<file path="src/rtl/jl_accum_responder.sv">
// Far-end responder for the jleightcap uio accumulator bus: accumulator, degree-log FIFO, halt/done.
// Optional feature macro: ACC_SAT_EN (saturating accumulator add instead of modulo-256 wrap).
module jl_accum_responder #(
    parameter int unsigned DEPTH    = 8,
    parameter logic [7:0]  ACC_INIT = 8'h00
) (
    input  logic        clk_i,
    input  logic        rst_i,
    input  logic [7:0]  bus_in_i,
    input  logic        bus_oe_i,
    input  logic [7:0]  degree_in_i,
    input  logic        clear_i,
    output logic [7:0]  acc_out_o,
    output logic        acc_oe_o,
    output logic        halted_o,
    output logic        done_o,
    input  logic        rd_en_i,
    output logic [7:0]  rd_data_o,
    output logic        rd_valid_o,
    output logic        ovf_o,
    output logic [15:0] wr_cnt_o
);

    localparam int unsigned AW = $clog2(DEPTH);

    localparam logic [AW:0]   CntFull = (AW+1)'(DEPTH);
    localparam logic [AW:0]   CntOne  = (AW+1)'(1);
    localparam logic [AW-1:0] PtrOne  = AW'(1);

    typedef enum logic [1:0] {
        StIdle,
        StRun,
        StHalted
    } state_e;

    state_e        state_q;
    logic [7:0]    acc_q, acc_d;
    logic          halted_q;
    logic          done_q;
    logic          ovf_q;
    logic [15:0]   wr_cnt_q;

    logic [7:0]    mem_q [DEPTH];
    logic [AW-1:0] wr_ptr_q;
    logic [AW-1:0] rd_ptr_q;
    logic [AW:0]   cnt_q, cnt_d;

    logic          wr_accept;
    logic          wr_halt;
    logic          fifo_empty;
    logic          fifo_full;
    logic          push_ok;
    logic          push_drop;
    logic          pop_ok;
    logic [8:0]    sum;

    // Writes are only honoured while the core is driving and the block is not halted.
    assign wr_accept = bus_oe_i && bus_in_i[7] && (state_q != StHalted);
    assign wr_halt   = wr_accept && bus_in_i[6];

    assign fifo_empty = (cnt_q == '0);
    assign fifo_full  = (cnt_q == CntFull);
    assign pop_ok     = rd_en_i && !fifo_empty;
    // A simultaneous pop frees the slot, so a push into a full FIFO still lands.
    assign push_ok    = wr_accept && (!fifo_full || pop_ok);
    assign push_drop  = wr_accept && fifo_full && !pop_ok;

    assign sum = {1'b0, acc_q} + {3'b000, bus_in_i[5:0]};

    always_comb begin
        acc_d = sum[7:0];
`ifdef ACC_SAT_EN
        if (sum[8]) begin
            acc_d = 8'hFF;
        end
`endif
    end

    always_comb begin
        cnt_d = cnt_q;
        case ({push_ok, pop_ok})
            2'b10:   cnt_d = cnt_q + CntOne;
            2'b01:   cnt_d = cnt_q - CntOne;
            default: cnt_d = cnt_q;
        endcase
    end

    always_ff @(posedge clk_i) begin
        if (rst_i || clear_i) begin
            state_q  <= StIdle;
            acc_q    <= ACC_INIT;
            halted_q <= 1'b0;
            done_q   <= 1'b0;
            ovf_q    <= 1'b0;
            wr_cnt_q <= 16'h0000;
            wr_ptr_q <= '0;
            rd_ptr_q <= '0;
            cnt_q    <= '0;
        end else begin
            done_q <= 1'b0;
            case (state_q)
                StIdle: begin
                    if (wr_accept) begin
                        state_q <= wr_halt ? StHalted : StRun;
                    end
                end
                StRun: begin
                    if (wr_halt) begin
                        state_q <= StHalted;
                    end
                end
                StHalted: begin
                    state_q <= StHalted;
                end
                default: begin
                    state_q <= StIdle;
                end
            endcase

            if (wr_halt) begin
                halted_q <= 1'b1;
                done_q   <= 1'b1;
            end
            if (wr_accept) begin
                acc_q    <= acc_d;
                wr_cnt_q <= wr_cnt_q + 16'd1;
            end
            if (push_drop) begin
                ovf_q <= 1'b1;
            end
            if (push_ok) begin
                wr_ptr_q <= wr_ptr_q + PtrOne;
            end
            if (pop_ok) begin
                rd_ptr_q <= rd_ptr_q + PtrOne;
            end
            cnt_q <= cnt_d;
        end
    end

    // Storage needs no reset; the pointers and count define what is valid.
    always_ff @(posedge clk_i) begin
        if (push_ok) begin
            mem_q[wr_ptr_q] <= degree_in_i;
        end
    end

    assign acc_out_o  = acc_q;
    assign acc_oe_o   = ~bus_oe_i;
    assign halted_o   = halted_q;
    assign done_o     = done_q;
    assign rd_valid_o = !fifo_empty;
    assign rd_data_o  = fifo_empty ? 8'h00 : mem_q[rd_ptr_q];
    assign ovf_o      = ovf_q;
    assign wr_cnt_o   = wr_cnt_q;

endmodule

</file>
<file path="config.mk">
export PLATFORM = sky130hd
export DESIGN_NAME = jl_accum_responder
export DESIGN_NICKNAME = d
export VERILOG_FILES = /design/src/rtl/jl_accum_responder.sv
export SDC_FILE = /design/constraint.sdc
export NUM_CORES = 1
export LEC_CHECK = 0
export CAP_MARGIN = 20
export CORE_UTILIZATION = 55
export CTS_CLUSTER_SIZE = 8
export DETAILED_ROUTE_END_ITERATION = 12
export PLACE_DENSITY_LB_ADDON = 0.1
export SYNTH_ARGS = -nofsm -noshare
export SYNTH_HDL_FRONTEND = slang
export SYNTH_SLANG_ARGS = --single-unit
</file>
<file path="constraint.sdc">
create_clock -name clk_i -period 3.06 [get_ports clk_i]
set_clock_uncertainty 0.1 [all_clocks]
set_input_delay 0.612 -clock clk_i [delete_from_list [all_inputs] [get_ports clk_i]]
set_output_delay 0.612 -clock clk_i [all_outputs]
set_load 0.02 [all_outputs]
</file>
; ---- Yosys cells after proc, flatten, opt, wreduce, memory -nomap -nowiden
; Memories as Yosys holds them, arrays and structs flattened. A register that Yosys moved wholly into a read port is not among the register bits.
; Cells that the tools add are included.
[op_classes]
add_sub_neg = 6
eq_ne = 8
n_mux = 11
bitwise_logic = 1
reduce_logical = 16
[op_table]
columns = op, n
row1 = $add A16 B1 Y16 const B, 1
row2 = $add A8 B6 Y8, 1
row3 = $mux W8, 1
row4 = $pmux W4 S2, 1
row5 = $logic_and A1 B1 Y1, 7
row6 = $add A3 B1 Y3 const B, 2
row7 = $mux W2, 3
row8 = $mux W3, 2
row9 = $ne A2 B2 Y1 const B, 3
row10 = $pmux W2 S3, 1
row11 = $add A4 B1 Y4 const B, 1
row12 = $eq A2 B1 Y1 const B, 2
row13 = $eq A2 B2 Y1 const B, 2
row14 = $eq A4 B4 Y1 const B, 1
row15 = $logic_not A4 Y1, 1
row16 = $sub A4 B1 Y4 const B, 1
row17 = $logic_not A1 Y1, 3
row18 = $mux W1, 3
row19 = $logic_not A2 Y1, 1
row20 = $logic_or A1 B1 Y1, 2
row21 = $reduce_and A2 Y1, 1
row22 = $reduce_bool A2 Y1, 1
row23 = $not A1 Y1, 1
[totals]
register_bits = 39
ramBits = 64
in_bits = 21
out_inout_bits = 37
wordCells = 52
mem_count = 1
[mem_list]
columns = memory, depth, width, rd, rd_clocked_by_memory_dff, wr, line_no
row1 = mem_q, 8, 8, 1, 1, 1, 43  ; logic [7:0] mem_q [DEPTH];

; ---- Logic depth before layout (Yosys ltp)
; Gate-level depths: netlist (run 1).
[depth]
word_depth = 7
mapped_depth = 10
mapped_depth_nobuf = 9

; ---- Worst setup path before layout (run 1)
; Ideal clock, no wire load.
[synth_path]
path_type = reg-to-reg
start = register state_q[0]
end = memory mem_q[4][0], enable pin
setup_ps = 383
arrival_ps = 2042
required_ps = 2577
path_slack_ps = 534
stages_incl_launch_ff = 8
path_buffers = 1
period_less_slack_ps = 2526
cell_sequence = dfxtp_1 inv_1 ha_1 and3b_1 buf_2 o21ai_4 or2_2 nor3_1
[synth_between]
elab_chain_len = 5
[synth_lines]
columns = item, line_no
row1 = from (decl), 36  ; state_e state_q;
row2 = from (signal assigned), 90  ; state_q <= StIdle;
row3 = from (signal assigned), 104  ; state_q <= wr_halt ? StHalted : StRun;
row4 = from (signal assigned), 109  ; state_q <= StHalted;
row5 = $ne A2 B2 Y1, 58  ; assign wr_accept = bus_oe_i && bus_in_i[7] && (state_q != StHalted);
row6 = $logic_and A1 B1 Y1, 58
row7 = $logic_and A1 B1 Y1, 65  ; assign push_ok = wr_accept && (!fifo_full || pop_ok);
row8 = $mux W1, 143  ; if (push_ok) begin
row9 = $mux W1 (not written as such), 144  ; mem_q[wr_ptr_q] <= degree_in_i;
row10 = to (decl), 43
; Every way passes these cells.

==> metrics.md, run 1 <==
| Metric | Value |
|---|---|
| Max_slew headroom | `between 60% and 70%` |
| Port bufs | `between 50 and 60` |
| Worst slack, placed | `roughly 0.34 ns` |
| Worst Path Required | `2.35 ns` |
| Via Count | `3031` |
| Slew Limit Fails | `0` |
| Synthesized area | `around 4700 um^2` |
| FF+latch count, synth | `106` |
| Die width | `94.20 um` |
| H-tree levels | `3` |
| Placed Cells | `519` |
| Crit start category | `flip-flop` |
| Crit. End Element | `primary output` |
| IO Pins | `58` |
| Syn avg cell area | `13.02 um^2` |
| P&R area growth vs syn | `20.20%` |
| CTS Sinks | `106` |
| Final worst slack | `approximately 0.11 ns` |
| Number of remaining DRC errors | `0` |
| DR WL/cell | `16.84 um` |
| Final wirelength | `~9000 um` |
| Worst Path Max Fanout | `16` |
| CTS tree | `done` |
| Ant diodes | `0` |
| Simple-gate share of the synthesized area | `between 10% and 20%` |
| Fin nets | `461` |
| Die H | `between 90 and 100 um` |
| Detail Route Antenna Nets | `0` |
| Initial core utilization | `a little under three fifths` |
| Postcts setup bufs | `0` |
| Asr flop ratio synth | `0%` |
| Post-synth cell types | `52` |
| Min Tclk post-route | `just under 3 ns` |
| Max VDD drop | `around 0.28 mV` |
| Post-synthesis xor/xnor area fraction | `between 2 and 3%` |
| Number of enable flip-flop cells after synthesis | `64` |
| First-pass iteration count of the detailed router | `4` |
| Post-synth top flop | `edfxtp_1` |
| Seq/Total Area, Yosys | `59.08%` |
| RSZ-0062 raised after global routing | `no` |
| Max Cap Violations | `0` |
| Final Wtd Congestion | `~0.83` |
| Clk root buf | `clkbuf_8` |
| Least-Margin Pin Slew | `0.5351 ns` |
| Pwr per Cell Area | `~470 nW/um^2` |
| Die Area | `roughly 9000 um^2` |
| Crit path DAT | `between 2 and 2.5 ns` |
| CTS buffer count | `9` |
| Clock latency on the worst-skew pair | `between 0.3 and 0.4 ns` |
| Initial antenna violation count | `0` |
| Vias in the first global route | `between 3000 and 4000` |
| Total global-route track usage | `22.05%` |
| Hold Slack | `0.3840 ns` |
| Core Rows | `33` |
| Final std cells w/o fill | `roughly 540` |
| Share of layout cells above drive strength 1 | `between 10% and 20%` |
| Gate Count Post-Synth | `~360` |
| Clock slew at reported path FFs | `0.10 ns` |
| Worst Hold Class | `flip-flop to flip-flop` |
| Dpl cell area | `5411 um^2` |
| Syn nets | `395` |
| Post-synthesis mux area share | `between 9 and 10%` |
| Yosys warns | `0` |
| Final Hold Violating Endpoints | `0` |
| DRC marker count from the first detailed-route iteration | `~110` |
| Setup TNS | `0 ns` |
| Final HPWL DP | `roughly 6200 um` |
| Compound-Gate Fraction of Synth Area | `under 10%` |
| Leak pwr | `approximately 1.9 nW` |
| Core footprint | `a little over 8000 um^2` |
| Grt ovf | `0` |
| Period Utilization, post-route | `between 90% and 100%` |
| Largest net degree at the start of global routing | `26` |
| Main combinational cell family by area after synthesis | `simple AND/OR/NAND/NOR gates` |
| Fmax | `0.3392 GHz` |
| First-pass GRT wire length | `approximately 15000 um` |
| Post-Synth Adder-Cell Area | `about 4.2%` |
| Vias/cell | `around 5.7` |
| Longest Clk Path Bufs | `2` |
| Post-route design area | `between 5000 and 6000 um^2` |
| Final setup violating endpoints | `0` |
| Outcome | `finished clean` |
| CP Class | `flip-flop to primary output` |
## layout make-up
cell class,count,area (um^2)
sequential,106,2763
fill,590,2596
timing repair buffer,72,698.2
multi-input combinational,230,1799
tap,105,131.4
clock buffer,9,123.9
inverter,6,22.52
clock inverter,7,82.58
## report_power, final
group / leakage [nW] / internal [mW] / switching (mW) / total, mW
registers: 0.917 / 1.52 / 0.0104 / 1.53
clock network: 0.104 / 0.394 / 0.496 / 0.891
logic: 0.891 / 0.0907 / 0.104 / 0.194
## Yosys cell counts (6+ instances only)
master	instances	area, um^2
nand4_1	6	37.54
nand3_1	11	55.05
a21oi_1	20	100.1
mux2i_1	10	100.1
xor2_1	11	96.34
buf_2	7	35.03
ha_1	14	175.2
nor2_1	34	127.6
mux4_2	16	360.4
nand2_1	20	75.07
nor3_1	11	55.05
edfxtp_1	64	1922
o21ai_0	7	35.03
dfxtp_1	42	840.8
or3_1	6	37.54
## registers in the layout (all words and copies together), names as in the netlist, named ones only
register   count
wr_cnt_o      16
wr_ptr_q       3
mem_q         64
done_o         1
cnt_q          4
rd_ptr_q       3
state_q        2
acc_out_o      8
halted_o       1
ovf_o          1
## worst paths after layout
path,cells past startpoint,start,end,slack (ns)
setup / recovery,5,flip-flop,rd_data_o[2],0.11
hold / removal,2,acc_out_o[3]$_SDFFE_PP0P_,acc_out_o[3]$_SDFFE_PP0P_,0.38
setup reg to reg,7,state_q[0]$_SDFFE_PP0P_,acc_out_o[7]$_SDFFE_PP0P_,0.76
hold reg to reg,2,acc_out_o[3]$_SDFFE_PP0P_,acc_out_o[3]$_SDFFE_PP0P_,0.38
## metrics by stage
stage	power, mW	util, %
2_1_floorplan	1.674	-
3_3_place_gp	1.756	65.86
3_5_place_dp	1.761	65.86
4_1_cts	2.635	68.37
5_1_grt	2.710	68.40
6_report	2.619	68.40
## kinds of logic after synthesis
| family | count (synthesis) |
|---|---|
| mux | 26 |
| simple gates | 119 |
| flops | 106 |
| buf+inv | 23 |
| fa+ha+maj | 15 |
| xor+xnor | 16 |
| compound gates | 54 |
## worst max-delay path, cell delays in order, from the launching register on
cell             delay, ns
dfxtp_1               0.37
buf_12                0.19
mux4_2                0.52
mux2i_1               0.19
nor2_1                0.06
clkdlybuf4s50_1       0.53
## what timing repair did
| item | 4_1_cts | 5_1_grt |
|---|---|---|
| resized for setup | 0 | 1 |
| hold buffers | 0 | 0 |
| setup endpoints to repair | 0 | 1 |
## layer usage
layer / share of wire (%) / track usage (%)
met5: 0 / 0
met4: 1.5 / 8.077
met3: 3.9 / 4.207
met2: 50 / 38.16
met1: 44 / 27.29
## placed cells by master, fill, tap and decap left out, types with 2 or more instances in the layout
cell type	count
nand4_1	6
o21a_1	3
nand3b_1	2
xnor2_1	5
inv_8	2
inv_6	2
a21o_1	3
a211o_1	4
mux4_2	16
or2_2	2
inv_1	5
nor3_1	11
xor2_1	11
o211ai_1	2
nor4_1	3
clkbuf_8	9
nand3_1	11
mux2i_1	10
nand4b_1	2
ha_1	14
or4_1	4
and3_1	4
a211oi_1	2
clkdlybuf4s50_1	56
a21oi_1	20
dfxtp_1	42
nand2_1	20
o21ai_0	7
nand2b_1	4
nor2_1	34
edfxtp_1	64
nand3_4	2
o31ai_1	5
or3_1	6
buf_4	14
(Power assumes the default switching activity.)
==> run 2: changes to the inputs <==
--- a/config.mk
+++ b/config.mk
@@ -7,6 +7,7 @@
 export LEC_CHECK = 0
 export CAP_MARGIN = 20
 export CORE_UTILIZATION = 55
+export CTS_CLUSTER_DIAMETER = 50
 export CTS_CLUSTER_SIZE = 8
 export DETAILED_ROUTE_END_ITERATION = 12
 export PLACE_DENSITY_LB_ADDON = 0.1
==> results of run 2 <==
No change in the layout: final DEF, timing and power equal those of run 1.
